<file path="config.mk">
export PLATFORM = sky130hd
export DESIGN_NAME = bcd_add_sequencer
export DESIGN_NICKNAME = d
export VERILOG_FILES = /design/src/rtl/bcd_pkg.sv /design/src/rtl/bcd_pair_adder.sv /design/src/rtl/bcd_add_sequencer.sv
export SDC_FILE = /design/constraint.sdc
export NUM_CORES = 1
export LEC_CHECK = 0
export CORE_AREA = 3 3 128 118
export DETAILED_ROUTE_END_ITERATION = 10
export DIE_AREA = 0 0 131 121
export GPL_ROUTABILITY_DRIVEN = 0
export PLACE_DENSITY = 0.69
export SYNTH_ARGS = -nofsm -noshare
export SYNTH_HDL_FRONTEND = slang
export SYNTH_SLANG_ARGS = --single-unit
export TNS_END_PERCENT = 5
</file>
<file path="constraint.sdc">
create_clock -name clk -period 13.05 [get_ports clk]
set_clock_uncertainty 0.1 [all_clocks]
set_input_delay 3.2625 -clock clk [delete_from_list [all_inputs] [get_ports clk]]
set_output_delay 3.2625 -clock clk [all_outputs]
set_load 0.005 [all_outputs]
</file>
<file path="src/rtl/bcd_pkg.sv">
// rtl/bcd_pkg.sv - shared BCD constants, controller state type and digit check
//
// Purpose: common definitions for the serial BCD adder controller and its
//          digit-pair adder slice.
// Contents:
//   BCD_DIGIT_W     bits per packed BCD digit
//   BCD_MAX         largest legal digit value
//   BCD_RADIX       decimal radix, subtracted on a digit overflow
//   bcdStateT       controller states IDLE / ADD / DONE
//   bcd_digit_valid 1 when a 4-bit digit holds 0..9
package bcd_pkg;

    localparam int BCD_DIGIT_W = 4;
    localparam int BCD_MAX     = 9;
    localparam int BCD_RADIX   = 10;

    typedef enum logic [1:0] {
        IDLE = 2'd0,
        ADD  = 2'd1,
        DONE = 2'd2
    } bcdStateT;

    function automatic logic bcd_digit_valid(input logic [BCD_DIGIT_W-1:0] digit);
        return digit <= BCD_DIGIT_W'(BCD_MAX);
    endfunction

endpackage

</file>
<file path="src/rtl/bcd_pair_adder.sv">
// rtl/bcd_pair_adder.sv - combinational two-digit BCD adder slice
//
// Purpose: adds one pair of BCD digits from each operand plus a decimal
//          carry; the low digit's carry ripples into the high digit.
// Ports:
//   aLo, aHi   in   operand A digits (low, high)
//   bLo, bHi   in   operand B digits (low, high)
//   cin        in   decimal carry into the low digit
//   sumLo      out  low result digit
//   sumHi      out  high result digit
//   cout       out  decimal carry out of the high digit
module bcd_pair_adder
    import bcd_pkg::*;
(
    input  logic [BCD_DIGIT_W-1:0] aLo,
    input  logic [BCD_DIGIT_W-1:0] aHi,
    input  logic [BCD_DIGIT_W-1:0] bLo,
    input  logic [BCD_DIGIT_W-1:0] bHi,
    input  logic                   cin,
    output logic [BCD_DIGIT_W-1:0] sumLo,
    output logic [BCD_DIGIT_W-1:0] sumHi,
    output logic                   cout
);

    logic [BCD_DIGIT_W:0] tLo;
    logic [BCD_DIGIT_W:0] tHi;
    logic                 midCarry;

    always_comb begin
        tLo      = 5'(aLo) + 5'(bLo) + 5'(cin);
        midCarry = tLo > 5'(BCD_MAX);
        sumLo    = midCarry ? 4'(tLo - 5'(BCD_RADIX)) : tLo[BCD_DIGIT_W-1:0];

        tHi      = 5'(aHi) + 5'(bHi) + 5'(midCarry);
        cout     = tHi > 5'(BCD_MAX);
        sumHi    = cout ? 4'(tHi - 5'(BCD_RADIX)) : tHi[BCD_DIGIT_W-1:0];
    end

endmodule

</file>
<file path="src/rtl/bcd_add_sequencer.sv">
// rtl/bcd_add_sequencer.sv - serial wide BCD adder built on one digit-pair slice
//
// Purpose: adds two DIGITS-wide packed BCD operands by running a single
//          two-digit slice over the operands, least-significant pair first,
//          with the decimal carry held in a register between passes.
// Ports:
//   clk          in   rising-edge clock
//   reset        in   synchronous active-high reset
//   start_valid  in   request to begin an addition
//   start_ready  out  high only in IDLE
//   a_bcd        in   operand A, digit 0 in bits [3:0]
//   b_bcd        in   operand B, same packing
//   carry_in     in   decimal carry into digit 0
//   sum_bcd      out  registered result (held between completions)
//   carry_out    out  decimal carry out of the top digit
//   done         out  one-cycle pulse when the result is valid
//   busy         out  high in ADD and DONE
//   error        out  an operand digit exceeded 9; held with the result
// DIGITS must be even and at least 2.
module bcd_add_sequencer
    import bcd_pkg::*;
#(
    parameter int DIGITS = 8
) (
    input  logic                          clk,
    input  logic                          reset,
    input  logic                          start_valid,
    output logic                          start_ready,
    input  logic [BCD_DIGIT_W*DIGITS-1:0] a_bcd,
    input  logic [BCD_DIGIT_W*DIGITS-1:0] b_bcd,
    input  logic                          carry_in,
    output logic [BCD_DIGIT_W*DIGITS-1:0] sum_bcd,
    output logic                          carry_out,
    output logic                          done,
    output logic                          busy,
    output logic                          error
);

    localparam int PAIRS  = DIGITS / 2;
    localparam int WIDTH  = BCD_DIGIT_W * DIGITS;
    localparam int PAIR_W = 2 * BCD_DIGIT_W;
    localparam int IDX_W  = (PAIRS > 1) ? $clog2(PAIRS) : 1;
    localparam logic [IDX_W-1:0] LAST_IDX = IDX_W'(PAIRS - 1);

    bcdStateT          state;
    logic [IDX_W-1:0]  idx;
    logic [WIDTH-1:0]  aReg;
    logic [WIDTH-1:0]  bReg;
    logic [WIDTH-1:0]  workReg;
    logic              carryReg;

    logic              operandsValid;
    logic [PAIR_W-1:0] aPair;
    logic [PAIR_W-1:0] bPair;
    logic [WIDTH-1:0]  workNext;
    logic [BCD_DIGIT_W-1:0] sumLo;
    logic [BCD_DIGIT_W-1:0] sumHi;
    logic              sliceCarry;

    // Screened on the live inputs so a bad operand skips ADD entirely.
    always_comb begin
        operandsValid = 1'b1;
        for (int d = 0; d < DIGITS; d++) begin
            if (!bcd_digit_valid(a_bcd[BCD_DIGIT_W*d +: BCD_DIGIT_W]) ||
                !bcd_digit_valid(b_bcd[BCD_DIGIT_W*d +: BCD_DIGIT_W])) begin
                operandsValid = 1'b0;
            end
        end
    end

    // Select the operand pair for this pass and splice the slice result
    // back into the working register at the same position.
    always_comb begin
        aPair    = '0;
        bPair    = '0;
        workNext = workReg;
        for (int k = 0; k < PAIRS; k++) begin
            if (int'(idx) == k) begin
                aPair = aReg[PAIR_W*k +: PAIR_W];
                bPair = bReg[PAIR_W*k +: PAIR_W];
                workNext[PAIR_W*k +: PAIR_W] = {sumHi, sumLo};
            end
        end
    end

    bcd_pair_adder u_slice (
        .aLo   (aPair[BCD_DIGIT_W-1:0]),
        .aHi   (aPair[PAIR_W-1:BCD_DIGIT_W]),
        .bLo   (bPair[BCD_DIGIT_W-1:0]),
        .bHi   (bPair[PAIR_W-1:BCD_DIGIT_W]),
        .cin   (carryReg),
        .sumLo (sumLo),
        .sumHi (sumHi),
        .cout  (sliceCarry)
    );

    always_ff @(posedge clk) begin
        if (reset) begin
            state       <= IDLE;
            idx         <= '0;
            aReg        <= '0;
            bReg        <= '0;
            workReg     <= '0;
            carryReg    <= 1'b0;
            sum_bcd     <= '0;
            carry_out   <= 1'b0;
            done        <= 1'b0;
            busy        <= 1'b0;
            error       <= 1'b0;
            start_ready <= 1'b1;
        end else begin
            done <= 1'b0;
            case (state)
                IDLE: begin
                    if (start_valid && start_ready) begin
                        aReg        <= a_bcd;
                        bReg        <= b_bcd;
                        carryReg    <= carry_in;
                        idx         <= '0;
                        workReg     <= '0;
                        start_ready <= 1'b0;
                        busy        <= 1'b1;
                        if (operandsValid) begin
                            state <= ADD;
                        end else begin
                            state     <= DONE;
                            sum_bcd   <= '0;
                            carry_out <= 1'b0;
                            error     <= 1'b1;
                            done      <= 1'b1;
                        end
                    end
                end
                ADD: begin
                    workReg  <= workNext;
                    carryReg <= sliceCarry;
                    idx      <= idx + 1'b1;
                    if (idx == LAST_IDX) begin
                        state     <= DONE;
                        sum_bcd   <= workNext;
                        carry_out <= sliceCarry;
                        error     <= 1'b0;
                        done      <= 1'b1;
                    end
                end
                DONE: begin
                    state       <= IDLE;
                    busy        <= 1'b0;
                    start_ready <= 1'b1;
                end
                default: begin
                    state       <= IDLE;
                    busy        <= 1'b0;
                    start_ready <= 1'b1;
                end
            endcase
        end
    end

endmodule

</file>
==> summary.md <==
| Metric | Value |
|---|---|
| Crit-path cells | `inv_1 > ha_1 > inv_1 > and3_1 > a21oi_1 > o21ai_0 > mux2i_1 > fa_1 > inv_1 > fa_1 > inv_1 > and2_1 > o21ai_0 > fa_1 > inv_1 > fa_1 > ha_1 > or4b_2 > a21oi_1 > a311o_1 > a2111o_1 > a32oi_1 > nor2_1` |
| Total number of vias | `roughly 6000` |
| HP Class | `flip-flop to flip-flop` |
| CTS tree | `done` |
| Full die area | `about 16000 sq um` |
| Share of Yosys cell area claimed by the top area cell type | `~43%` |
| CP max FO | `20` |
| WL per Instance | `roughly 17 um` |
| Hold Fails Final Rpt | `0` |
| Layout cells sized above 1 | `around 6.4%` |
| FF-to-FF Start | `idx[1]` |
| Final ANT Viol Nets | `0` |
| DRC Markers | `0` |
| Top delay family on crit path | `adder cells` |
| Horiz. Die Dim | `~130 um` |
| Hold slack | `roughly 0.35 ns` |
| Initial Utilization | `between 40% and 50%` |
| Critical Path RT | `13.29 ns` |
| Final setup fails | `0` |
| Crit-path max cell delay | `between 0.6 and 0.7 ns` |
| Most Crowded Layer GR | `met2` |
| Synth area leaders | `dfxtp_1 43%, a21oi_1 9.7%, nand2_1 9.3%, nor2_1 4.9%, o21ai_0 4.0%` |
| First-pass GRT wire length | `between 20000 and 30000 um` |
| Slew Limit Fails | `0` |
| Antenna Cells | `0` |
| DIE HEIGHT | `around 120 um` |
| Max-Cap Viols | `0` |
| Fmax achieved | `around 160 MHz` |
| Pwr dens | `134 nW/um^2` |
| Core Area | `about 14000 sq um` |
| Grt total ovfl | `0` |
| DRT Wirelength | `around 18000 um` |
| Iteration-0 DRC Markers | `639` |
| Total GRT Usage | `between 20% and 30%` |
| HPWL after DPL | `between 10000 and 15000 um` |
| FF+latch count, synth | `around 130` |
| Worst-Margin Slew | `between 1 and 1.5 ns` |
| Minimum clock period | `about 6.4 ns` |
| Max clock buf depth | `2` |
| Maximum vdd ir drop | `~87 uV` |
| Fillers | `~1300` |
| First-pass detailed-route iteration total | `5` |
| # hold bufs at CTS | `0` |
| Reg2reg end | `workReg[13]` |
| Met2 Usage GRT | `between 30% and 40%` |
| Status | `complete, no violations` |
| Synth Instances | `approximately 800` |
| Io pins | `around 110` |
| Area growth from synthesis to layout | `27.9%` |
| Nature of the critical path startpoint | `flip-flop` |
| CTS H-tree lvls | `4` |
| Initial antenna violation count | `0` |
| Synth Net Count | `~880` |
| Worst path most repeated cell | `inv_1` |
| Worst setup endpoint | `workReg[13]` |
| Post-synthesis cell type count | `58` |
| Met3 Use GR | `5.15%` |
| Root Buffer | `clkbuf_16` |
| Ys flop type | `dfxtp_1` |
| RSZ-0062 raised after global routing | `no` |
| Vias per cell | `around 5.6` |
| CP max-delay cell | `or4b_2` |
| PortBufs | `roughly 100` |
| Count of flip-flops with a built-in enable after synthesis | `0` |
| Clk slew on worst S/H paths | `around 0.060 ns` |
| Net count, final | `approximately 950` |
| Syn_area_per_cell | `around 7.8 sq um` |
| Setup Fix Bufs, Post-CTS | `0` |
| Stages on worst setup path | `23` |
| Period utilization | `48.7%` |
| R2R depth | `23` |
| Vias in the first global route | `about 5700` |
| Post-synthesis cell area | `6200 sq um` |
| Top cells by count, synth | `154 x nand2_1, 132 x dfxtp_1, 120 x a21oi_1` |
| Ys async rst share | `0%` |
| Critical Path AT | `roughly 6.6 ns` |
| GR Layer Usage met1 | `between 30% and 40%` |
| Setup CP Type | `flip-flop to flip-flop` |
| CP Buf/Inv Count | `5` |
| Leak | `3.03 nW` |
| Slew headroom | `18.5%` |
| CP startpoint | `idx[1]` |
| Most instantiated library cell after synthesis | `nand2_1` |
| Num Clock Sinks | `~130` |
| Clk_lat worst skew | `approximately 0.42 ns` |
| FP Rows | `41` |
| R2R setup slack | `between 6 and 7 ns` |
| CP endpoint kind | `flip-flop` |
| Synth warn | `0` |
| Sequential share of the synthesized area | `42.6%` |
| TritonCTS Buffers | `17` |
| Setup TNS | `0 ns` |
| Min-delay src | `bReg[6]` |
| Largest net degree at the start of global routing | `117` |
| Yosys top cell by area | `dfxtp_1` |
| Post-CTS sizing | `0` |
-- where the power goes --
part           leakage [nW]  switching, mW  internal (mW)
Combinational          1.66         0.0826         0.0583
Clock                 0.299          0.178          0.324
Sequential             1.07        0.00746          0.417
Total                  3.03          0.268          0.799
-- metal layers --
metal / vias up / part of all wire [%]
met2: 282 / 45
met1: 2804 / 45
met4: 0 / 2.0
li1: 2891 / -
met5: - / 0
met3: 36 / 7.8
-- flip-flops by register name (all words and copies together), names as in the netlist, 2 cells and up --
register	count
aReg	32
bReg	32
sum_bcd	32
workReg	26
idx	2
state	2
-- worst min path at each step --
| stage | to | slack [ns] | cells after the start |
|---|---|---|---|
| detailed placement | sum_bcd[26] | 0.34 | 1 |
| finish | bReg[6] | 0.35 | 2 |
| global route | aReg[0] | 0.37 | 2 |
| floorplan | aReg[0] | 0.33 | 2 |
| global placement | sum_bcd[7] | 0.34 | 1 |
| CTS | aReg[4] | 0.35 | 2 |
-- through the flow --
stage | std cells | power (mW) | utilization [%] | setup slack, ns | cell area, sq um
CTS | 1068 | 1.07 | 57.1 | 6.85 | 7940
global placement | 1036 | 0.566 | 52.6 | 7.00 | 7310
detailed placement | 1036 | 0.571 | 52.6 | 6.89 | 7310
finish | 1068 | 1.07 | 57.1 | 6.70 | 7940
global route | 1068 | 1.10 | 57.1 | 6.36 | 7940
floorplan | 792 | 0.519 | - | 7.79 | 6200
-- tightest hold or removal path, cell delays in order, from the launching register on --
cell and delay (ns):
dfxtp_1 0.30, nand2_1 0.05, a21oi_1 0.05
-- logic make-up (layout without fill, tap and decap cells) --
logic type / Yosys count / after routing / synth area share, %
flops: 132 / 132 / 42.6
fa+ha+maj: 16 / 16 / 3.71
mux: 17 / 17 / 2.76
buf+inv: 78 / 161 / 4.84
simple gates: 303 / 303 / 21.4
xor+xnor: 2 / 2 / 0.282
compound gates: 244 / 244 / 24.5
-- area by class of cell --
class                      instances  area [sq um]  area share [%]
sequential                       132          2640            33.3
multi-input combinational        582          3270            41.2
clock buffer                      19           443            5.58
tap                              193           241            3.04
clock inverter                    13           180            2.27
timing repair buffer             112          1100            13.8
inverter                          17          63.8           0.804
-- cell usage in the layout, fill, tap and decap left out, drive strengths merged, types with 4 or more instances in the layout --
cell           count
a21oi            122
a2bb2oi            4
nand2            154
dfxtp            132
o22ai              5
nand2b             6
nand3              4
a21o               7
clkbuf            19
a211oi             8
nor3               5
inv               18
clkdlybuf4s50    103
fa                 4
a22o               6
nor3b              4
o21ai             49
a32oi             12
bufinv             4
buf                9
ha                12
mux2i             16
nor2              82
clkinv             5
nor2b              7
nand4              4
and2               5
o2bb2ai            9
and3              20
No activity file was read; power rests on OpenSTA's default activity.
